## config.mk

```make
export PLATFORM = sky130hd
export DESIGN_NAME = rr_switch_allocator
export DESIGN_NICKNAME = d
export VERILOG_FILES = /design/src/rtl/rr_switch_allocator.sv
export SDC_FILE = /design/constraint.sdc
export NUM_CORES = 1
export LEC_CHECK = 0
export CAP_MARGIN = 20
export CORE_ASPECT_RATIO = 2
export CORE_MARGIN = 2
export CORE_UTILIZATION = 25
export DETAILED_ROUTE_END_ITERATION = 8
export SLEW_MARGIN = 30
export SYNTH_ARGS = -nofsm -noshare
export SYNTH_HDL_FRONTEND = slang
export SYNTH_SLANG_ARGS = --single-unit
```

## constraint.sdc

```tcl
create_clock -name clk_i -period 4.65 [get_ports clk_i]
set_input_delay 0.465 -clock clk_i [delete_from_list [all_inputs] [get_ports clk_i]]
set_output_delay 0.465 -clock clk_i [all_outputs]
set_load 0.02 [all_outputs]
```

## src/rtl/rr_switch_allocator.sv

```systemverilog
// Round-robin switch allocator for a wormhole crossbar: one input-to-output
// connection at a time, held from head flit to tail flit.
module rr_switch_allocator #(
  parameter int PORT_N = 5,
  localparam int SEL_W = $clog2(PORT_N)
) (
  input  logic                    clk_i,
  input  logic                    rst_ni,
  input  logic [PORT_N-1:0]       req_i,
  input  logic [PORT_N*SEL_W-1:0] dest_i,
  input  logic [PORT_N-1:0]       tail_i,
  input  logic [PORT_N-1:0]       out_ready_i,
  output logic [PORT_N-1:0]       grant_o,
  output logic [SEL_W-1:0]        mux_in_sel_o,
  output logic [SEL_W-1:0]        mux_out_sel_o,
  output logic [PORT_N-1:0]       out_valid_o,
  output logic                    busy_o
);

  typedef enum logic {IDLE = 1'b0, XFER = 1'b1} state_t;

  state_t           state, state_nxt;
  logic [SEL_W-1:0] ptr, ptr_nxt;
  logic [SEL_W-1:0] in_sel, in_sel_nxt;
  logic [SEL_W-1:0] out_sel, out_sel_nxt;

  logic [SEL_W-1:0]  dest_a [PORT_N];
  logic [PORT_N-1:0] eligible;
  logic              found;
  logic [SEL_W-1:0]  win, win_dest;
  logic              owner_req, owner_ready, owner_tail, go;

  // Out-of-range destinations never match any j, so they are never eligible.
  always_comb begin
    eligible = '0;
    for (int unsigned i = 0; i < PORT_N; i++) begin
      dest_a[i] = dest_i[SEL_W*i +: SEL_W];
      for (int unsigned j = 0; j < PORT_N; j++) begin
        if (req_i[i] && (dest_a[i] == SEL_W'(j)) && out_ready_i[j])
          eligible[i] = 1'b1;
      end
    end
  end

  // Rotating priority as two linear passes: ports at/after ptr, then ports below it.
  always_comb begin
    found    = 1'b0;
    win      = '0;
    win_dest = '0;
    for (int unsigned j = 0; j < PORT_N; j++) begin
      if (!found && (SEL_W'(j) >= ptr) && eligible[j]) begin
        found    = 1'b1;
        win      = SEL_W'(j);
        win_dest = dest_a[j];
      end
    end
    for (int unsigned j = 0; j < PORT_N; j++) begin
      if (!found && (SEL_W'(j) < ptr) && eligible[j]) begin
        found    = 1'b1;
        win      = SEL_W'(j);
        win_dest = dest_a[j];
      end
    end
  end

  always_comb begin
    owner_req   = 1'b0;
    owner_ready = 1'b0;
    owner_tail  = 1'b0;
    for (int unsigned j = 0; j < PORT_N; j++) begin
      if (in_sel == SEL_W'(j)) begin
        owner_req  = req_i[j];
        owner_tail = tail_i[j];
      end
      if (out_sel == SEL_W'(j))
        owner_ready = out_ready_i[j];
    end
    go = (state == XFER) && owner_req && owner_ready;
    grant_o     = '0;
    out_valid_o = '0;
    for (int unsigned j = 0; j < PORT_N; j++) begin
      grant_o[j]     = go && (in_sel == SEL_W'(j));
      out_valid_o[j] = go && (out_sel == SEL_W'(j));
    end
  end

  always_comb begin
    state_nxt   = state;
    ptr_nxt     = ptr;
    in_sel_nxt  = in_sel;
    out_sel_nxt = out_sel;
    case (state)
      IDLE: begin
        if (found) begin
          state_nxt   = XFER;
          in_sel_nxt  = win;
          out_sel_nxt = win_dest;
        end
      end
      XFER: begin
        if (go && owner_tail) begin
          state_nxt = IDLE;
          ptr_nxt   = (in_sel == SEL_W'(PORT_N - 1)) ? '0 : in_sel + SEL_W'(1);
        end
      end
      default: state_nxt = IDLE;
    endcase
  end

  always_ff @(posedge clk_i or negedge rst_ni) begin
    if (!rst_ni) begin
      state   <= IDLE;
      ptr     <= '0;
      in_sel  <= '0;
      out_sel <= '0;
    end else begin
      state   <= state_nxt;
      ptr     <= ptr_nxt;
      in_sel  <= in_sel_nxt;
      out_sel <= out_sel_nxt;
    end
  end

  assign mux_in_sel_o  = in_sel;
  assign mux_out_sel_o = out_sel;
  assign busy_o        = (state == XFER);

endmodule

```

Word-level counts from Yosys, hierarchy flattened
Index checks and enable logic that the tools add are counted.
Widths: inputs -> output; s select.

operators by class
  $add $sub $neg = 1
  $lt $le $gt $ge = 10
  equal/unequal tests = 28
  mux-type cells = 73
  bitwise operators = 1
  reduce and logical (&&, ||, !) cells = 100

operators with widths
  cell                 number
  $logic_and 1x1->1    82
  $mux 3               19
  $mux 1               53
  $eq 3x2->1 const B   14
  $eq 3x1->1 const B   7
  $eq 3x3->1 const B   7
  $logic_not 3->1      7
  $logic_not 1->1      9
  $ge 1x3->1 const A   2
  $ge 2x3->1 const A   2
  $lt 1x3->1 const A   2
  $lt 2x3->1 const A   2
  $reduce_and 2->1     2
  $add 3x1->3 const B  1
  $ge 3x3->1 const A   1
  $lt 3x3->1 const A   1
  $pmux 1 s2           1
  $not 1->1            1

storage, ports and cells
  flip-flop bits (word level) = 10
  bits of input ports = 32
  output and inout port bits = 17

Logic depth before layout (Yosys ltp)
Gate-level depths: netlist of run 1.

  word-level depth = 48
  mapped depth = 10

Least setup slack after synthesis of run 1
OpenSTA, ideal clock, no wires.

  kind = reg-to-output
  start point = reg in_sel[0], in the netlist mux_in_sel_o[0]
  end point = out out_valid_o[1]
  arrival time = 2495 ps
  required time = 4185 ps
  setup slack = 1690 ps
  cell stages (with the launch flop) = 11
  path through = dfrtp_1 inv_1 ha_1 clkbuf_1 nand3b_1 a21oi_1 a21oi_1 o311ai_0 nand2b_1 or2_2 nor3b_1

on the way
  word-level cells in the longest chain between the ends = 9

RTL lines
  item                               RTL line  RTL
  start: declaration                 24        logic [SEL_W-1:0] in_sel, in_sel_nxt;
  start signal: assignment           119       in_sel <= in_sel_nxt;
  $logic_not 3->1                    71        if (in_sel == SEL_W'(j)) begin
  $mux 1 (4 in series)               71
  $mux 1 *                           71
  $logic_and 1x1->1 * (2 in series)  78        go = (state == XFER) && owner_req && owner_ready;
  $logic_and 1x1->1 *                83        out_valid_o[j] = go && (out_sel == SEL_W'(j));
  end: declaration                   16        output logic [PORT_N-1:0] out_valid_o,

Every way passes the cells marked *; elsewhere a longest branch is shown, timed or not.

Final worst setup path of run 1
  start point = reg in_sel[0], in the netlist mux_in_sel_o[0]
  end point = out out_valid_o[2]

Same word-level chain as after synthesis.

==> results of run 1 <==
==> cell type report <==
class / count / area [um2]
clock buffer: 3 / 75.1
fill: 749 / 4450
inverter: 9 / 33.8
multi-input combinational: 190 / 1430
sequential: 10 / 250
tap: 90 / 113
timing repair buffer: 49 / 488
==> layout by cell type, fill, tap and decap left out, types with 3 or more instances in the layout <==
cell type / instances
clkdlybuf4s50_1: 48
nand2b_1: 6
o21ai_0: 9
nand3b_1: 7
a21o_1: 3
a21oi_2: 3
a31oi_1: 4
a21oi_1: 11
nor2_1: 16
o311ai_0: 3
nor3b_1: 6
mux2_2: 5
nor2b_1: 4
mux2i_1: 10
nand2_1: 19
nor3_1: 6
inv_1: 9
nand3_1: 8
clkbuf_16: 3
and2_1: 5
dfrtp_1: 10
ha_1: 5
==> worst min path at each step <==
stage	from	end	slack (ns)	cells after the start
floorplan	rst_ni	busy_o$_DFF_PN0_	0.17	0
global placement	busy_o$_DFF_PN0_	busy_o$_DFF_PN0_	0.62	1
detailed placement	mux_in_sel_o[0]$_DFFE_PN0P_	mux_in_sel_o[0]$_DFFE_PN0P_	0.64	2
CTS	rst_ni	mux_out_sel_o[0]$_DFFE_PN0P_	0.57	1
global route	rst_ni	mux_out_sel_o[0]$_DFFE_PN0P_	0.60	1
finish	rst_ni	mux_out_sel_o[0]$_DFFE_PN0P_	0.55	1
==> per-stage QoR <==
step                      setup WS, ns  area [um2]  total power, W  hold slack [ns]
final                             1.04        2390        0.000994            0.554
after global routing             0.770        2390         0.00108            0.599
after CTS                         1.02        2390        0.000998            0.568
after detailed placement          1.18        2310        0.000844            0.639
after global placement            1.23        2310        0.000836            0.616
after floorplan                   1.69        1750        0.000618            0.169
==> power by group through the flow <==
stage	logic [W]	registers, W	clock network [W]
2_1_floorplan	0.000409	0.000209	0
3_3_place_gp	0.000620	0.000217	0
3_5_place_dp	0.000624	0.000220	0
4_1_cts	0.000627	0.000220	0.000151
5_1_grt	0.000687	0.000231	0.000157
6_report	0.000627	0.000219	0.000148
==> state kept, by name, summed over array words and instances (netlist names) <==
signal and count:
mux_in_sel_o 3, mux_out_sel_o 3, busy_o 1, ptr 3
==> cells by family after synthesis <==
group           Yosys count
compound gates           70
flops                    10
simple gates             98
mux                      17
fa+ha+maj                 5
buf+inv                  14
==> routing by layer <==
metal  wire length [um]  up-vias
met5                  0        -
met4                136        0
met2               3130       76
li1                   -      929
met1               2400      904
met3                340       12
==> reports/metrics.yaml, run 1 <==
outcome:
  outcome: "complete, no violations"
cells_and_area:
  instances_no_fill: 351
  diodes: 0
  drive_above_1_share_pct: 15.3
  fin_util_pct: 34.9
  syn2layout_area_growth_pct: 36.7
  nets: 300
clocking:
  cts-root-buf: "clkbuf_16"
  cts_sinks: 10
  postCtsSetupBuffers: 0
  ctsResizeCount: 0
  hold_buffers: 0
  htree_levels: 1
  cts_buffer_depth: 2
  clock_latency_ns: 0.23
  clk_pin_slew_ns: 0.04
  numCtsBuffers: 3
  cts_tree: "built"
sta:
  hold_viol: 0
  final.period_utilization_pct: 77.7
  fin_tns_setup_ns: 0
  skew_ns: 0.00410
  rsz0062_at_grt: "no"
  period_minus_slack_ns: 3.61
  finalSetupViolations: 0
  drv_slew: 0
  slew_headroom_pct: 51.6
  tightest_slew_ns: 0.719
  fmax_mhz: 277
floorplan:
  core-area_mm2: 0.00683
  ios: 49
  die_width_um: 63.1
  die_h_um: 122
  die_area_mm2: 0.00771
  start_util_pct: 25.6
  num_rows: 43
setup_path:
  r2r_slack_ns: 2.10
  cp_common_cell: "a21oi_1"
  cp.depth: 10
  r2r-start: "ptr[2]$_DFFE_PN0P_"
  cp.required_ns: 4.18
  path_class: "reg2out"
  start_kind: "register"
  endpoint: "out_valid_o[2]"
  r2r_cells: 7
  worstSetupStartpoint: "mux_in_sel_o[0]$_DFFE_PN0P_"
  crit_family: "simple AND/OR/NAND/NOR gates"
  crit_chain: "inv_1 > ha_1 > nand3b_1 > a21oi_1 > a21oi_1 > o311ai_0 > nand2b_1 > or2_2 > nor3b_1 > clkdlybuf4s50_1"
  cp.arrival_ns: 3.15
  path_max_fanout: 8
  crit-reg2reg-capture: "mux_out_sel_o[0]$_DFFE_PN0P_"
  slowest_delay_ns: 0.64
  cp-end-kind: "output pin"
  cp_num_buf_inv: 2
  slowest_stage: "clkdlybuf4s50_1"
global_routing:
  grt_first_pass_wirelength_um: 9920
  grt_usage_pct: 16.1
  grt_max_degree: 14
  gr-total-overflow: 0
  grt_use_met2_pct: 29.8
  met3_usage_pct: 3.02
  use_met1_pct: 18.6
  antenna_found_initial: 0
  grt_pass1_vias: 1928
  gr-max-usage-layer: "met2"
synthesis:
  synth_fa_ha_area_share_pct: 3.58
  async_flop_share_pct: 100
  synth_cell_types: 69
  netlist_top_cells_count: "19 x nand2_1, 16 x nor2_1, 11 x a21oi_1, 10 x dfrtp_1, 10 x mux2i_1"
  synthSimpleGateAreaFrac_pct: 33.5
  synth_edf_count: 0
  yosysMostFrequentCell: "nand2_1"
  synth_top_area_share_pct: 14.3
  ys_ff_latch: 10
  synth_cells: 214
  synthesis.area_mm2: 0.00175
  synthMuxAreaShare_pct: 11.1
  synth_compound_area_share_pct: 33.6
  ys_seq_area_share_pct: 14.3
  synth_top_area_cell: "dfrtp_1"
  synth_top_family_by_area: "compound AO/OA/AOI/OAI gates"
  synth_area_leaders: "dfrtp_1 14%, mux2i_1 5.7%, nand2_1 4.1%, ha_1 3.6%, nor2_1 3.4%"
  synthFlopType: "dfrtp_1"
  ys_warn_count: 0
  syn_area_per_cell_um2: 8.16
  syn_nets: 251
  synth_xor_area_share_pct: 0
flow_run:
  maxCapViolCount: 0
pwr:
  p_leak_nw: 0.869
  combPwrFrac_pct: 63.1
  ir_worst_vdd_uv: 144
  powerDensity_mw_per_mm2: 416
  seq_power_share_pct: 22.1
  swShare_pct: 47.7
  power_frac_clock_pct: 14.9
  p_int_w: 0.000520
  p_sw_w: 0.000474
routing:
  avgViaCountPerCell: 5.47
  num_vias: 1921
  dr.pass1.iters: 4
  wl_per_cell_um: 17.1
  wirelength_um: 6010
  first_iter_violations: 111
  ant_nets: 0
  drcViolationCount: 0
worst_hold_path:
  hold_path.class: "in2async"
placement:
  dp.cells: 348
  gp_congestion: 0.913
  numPortBuffers: 48
  hpwlAfterDp_um: 4890
Power figures use the tool's default switching activity.
==> inputs of run 2 (changes only) <==
clock period = 2.9 ns   (was 4.65 ns; I/O delays follow)
==> reports/metrics.yaml, run 2 (synthesis results as in run 1) <==
cells_and_area:
  diodes: 0  # unchanged
  nets: 326  # +8.7%
  layout_commonest_cell: "clkdlybuf4s50_1"
  instances_no_fill: 378  # +7.7%
  drive_above_1_share_pct: 25.0  # +9.7 points
  syn2layout_area_growth_pct: 47.3
  final_cell_mix: "39 x clkdlybuf4s50_1, 27 x buf_4, 19 x nand2_1"
clocking:
  htree_levels: 1  # unchanged
  cts_tree: "built"
  cts_buffer_depth: 2  # unchanged
  hold_buffers: 0  # unchanged
  cts-root-buf: "clkbuf_16"
  clk_pin_slew_ns: 0.04  # about the same
  numCtsBuffers: 3  # unchanged
  clock_latency_ns: 0.24  # about the same
  cts_sinks: 10  # unchanged
  postCtsSetupBuffers: 0  # unchanged
setup_path:
  cp.required_ns: 2.61  # -1.57 ns
  cp_common_cell: "a21oi_1"
  crit_family: "simple AND/OR/NAND/NOR gates"
  path_class: "reg2out"
  start_kind: "register"
  slowest_delay_ns: 0.40  # -0.24 ns
  slowest_stage: "dfrtp_1"
  cp-end-kind: "output pin"
  cp_num_buf_inv: 1  # -1
  cp.depth: 9  # -1
  crit_chain: "ha_1 > nand3b_1 > a21oi_1 > a21oi_1 > o311ai_0 > nand2b_1 > or2_2 > nor3_1 > dlygate4sd2_1"
  r2r_cells: 7  # unchanged
  cp.arrival_ns: 2.47  # -0.68 ns
  path_max_fanout: 4  # -4
routing:
  drcViolationCount: 0  # unchanged
  ant_nets: 0  # unchanged
  wirelength_um: 6280  # +4.6%
  wl_per_cell_um: 16.6  # -2.9%
  first_iter_violations: 89  # -20%
  avgViaCountPerCell: 5.37  # -1.9%
  num_vias: 2030  # +5.7%
  dr.pass1.iters: 4  # unchanged
sta:
  rsz0062_at_grt: "no"
  final.period_utilization_pct: 95.1
  fmax_mhz: 362
  finalSetupViolations: 0  # unchanged
  tightest_slew_ns: 0.667  # -0.0521 ns
  drv_slew: 0  # unchanged
  period_minus_slack_ns: 2.76
  slew_headroom_pct: 55.1  # +3.5 points
  skew_ns: 0.00216  # -0.00194 ns
  setup_slack_ns: 0.141  # -0.897 ns
  hold_viol: 0  # unchanged
global_routing:
  grt_first_pass_wirelength_um: 10100  # +2.0%
  grt_max_degree: 13  # -1
  grt_pass1_vias: 2071  # +7.4%
  antenna_found_initial: 0  # unchanged
  gr-total-overflow: 0  # unchanged
  grt_usage_pct: 16.5  # +0.37 points
outcome:
  outcome: "complete, no violations"
placement:
  dp.cells: 374  # +7.5%
  place_ws_ns: -0.0244  # -1.21 ns
  numPortBuffers: 48  # unchanged
  gp_congestion: 0.966  # +5.9%
  hpwlAfterDp_um: 5260  # +7.7%
floorplan:
  start_util_pct: 25.6  # unchanged
  ios: 49  # unchanged
  die_h_um: 122  # unchanged
  die_width_um: 63.1  # unchanged
  die_area_mm2: 0.00771  # unchanged
  num_rows: 43  # unchanged
  core-area_mm2: 0.00683  # unchanged
pwr:
  p_leak_nw: 1.06  # +22%
  powerDensity_mw_per_mm2: 681  # +64%
  ir_worst_vdd_uv: 339  # +130%
flow_run:
  maxCapViolCount: 0  # unchanged
worst_hold_path:
  hold_path.class: "in2async"
run 2: cell types whose count changed in the layout (fill, tap and decap cells not counted), sizes merged:
cell / previous run / this run
buf: 1 / 27
dlymetal6s2s: 0 / 2
clkbuf: 3 / 9
dlygate4sd2: 0 / 2
clkdlybuf4s50: 48 / 39
run 2: layer usage:
layer  wire length (um)  vias to the layer above  global-route usage [%]
li1                   -                      983                       -
met1               2540                      961                    18.2
met2               3280                       74                    30.9
met3                351                       12                    3.39
met4                119                        0                    5.14
met5                  0                        -                       0
run 2: cell type report:
class	instances	area (um2)
Inverter	9	33.8
Multi-Input combinational cell	190	1430
Tap cell	90	113
Clock buffer	4	88.8
Fill cell	733	4260
Sequential cell	10	250
Timing Repair Buffer	75	661
run 2: what timing repair did:
action	4_1_cts	5_1_grt
pin swaps	0	0
gates resized for setup	7	14
setup endpoints to repair	7	7
cloned	0	0
run 2: power by group:
group          internal, W  switching, W  total (W)
registers         0.000207      0.000109   0.000315
clock network     0.000207     0.0000636   0.000271
logic             0.000554      0.000613    0.00117
run 2: worst paths after layout:
kind	start	endpoint	slack, ns
max in group asynchronous	rst_ni	ptr[1]$_DFFE_PN0P_	2.19
worst max-delay path	mux_in_sel_o[0]$_DFFE_PN0P_	out_valid_o[0]	0.14
min in group clk_i	mux_in_sel_o[0]$_DFFE_PN0P_	mux_in_sel_o[0]$_DFFE_PN0P_	0.60
worst min-delay path	rst_ni	mux_out_sel_o[1]$_DFFE_PN0P_	0.38
worst min register to register	mux_in_sel_o[0]$_DFFE_PN0P_	mux_in_sel_o[0]$_DFFE_PN0P_	0.60
worst max register to register	ptr[1]$_DFFE_PN0P_	mux_out_sel_o[0]$_DFFE_PN0P_	0.51
run 2: stage by stage:
stage	util (%)	power, W	cell area [um2]	setup TNS, ns	hold WS (ns)
finish	37.7	0.00175	2570	0	0.383
global placement	36.7	0.00149	2510	-0.0255	0.596
floorplan	-	0.000991	1750	0	-0.00559
detailed placement	36.7	0.00149	2510	-0.0253	0.595
global route	37.7	0.00190	2570	0	0.413
CTS	37.9	0.00177	2590	0	0.387
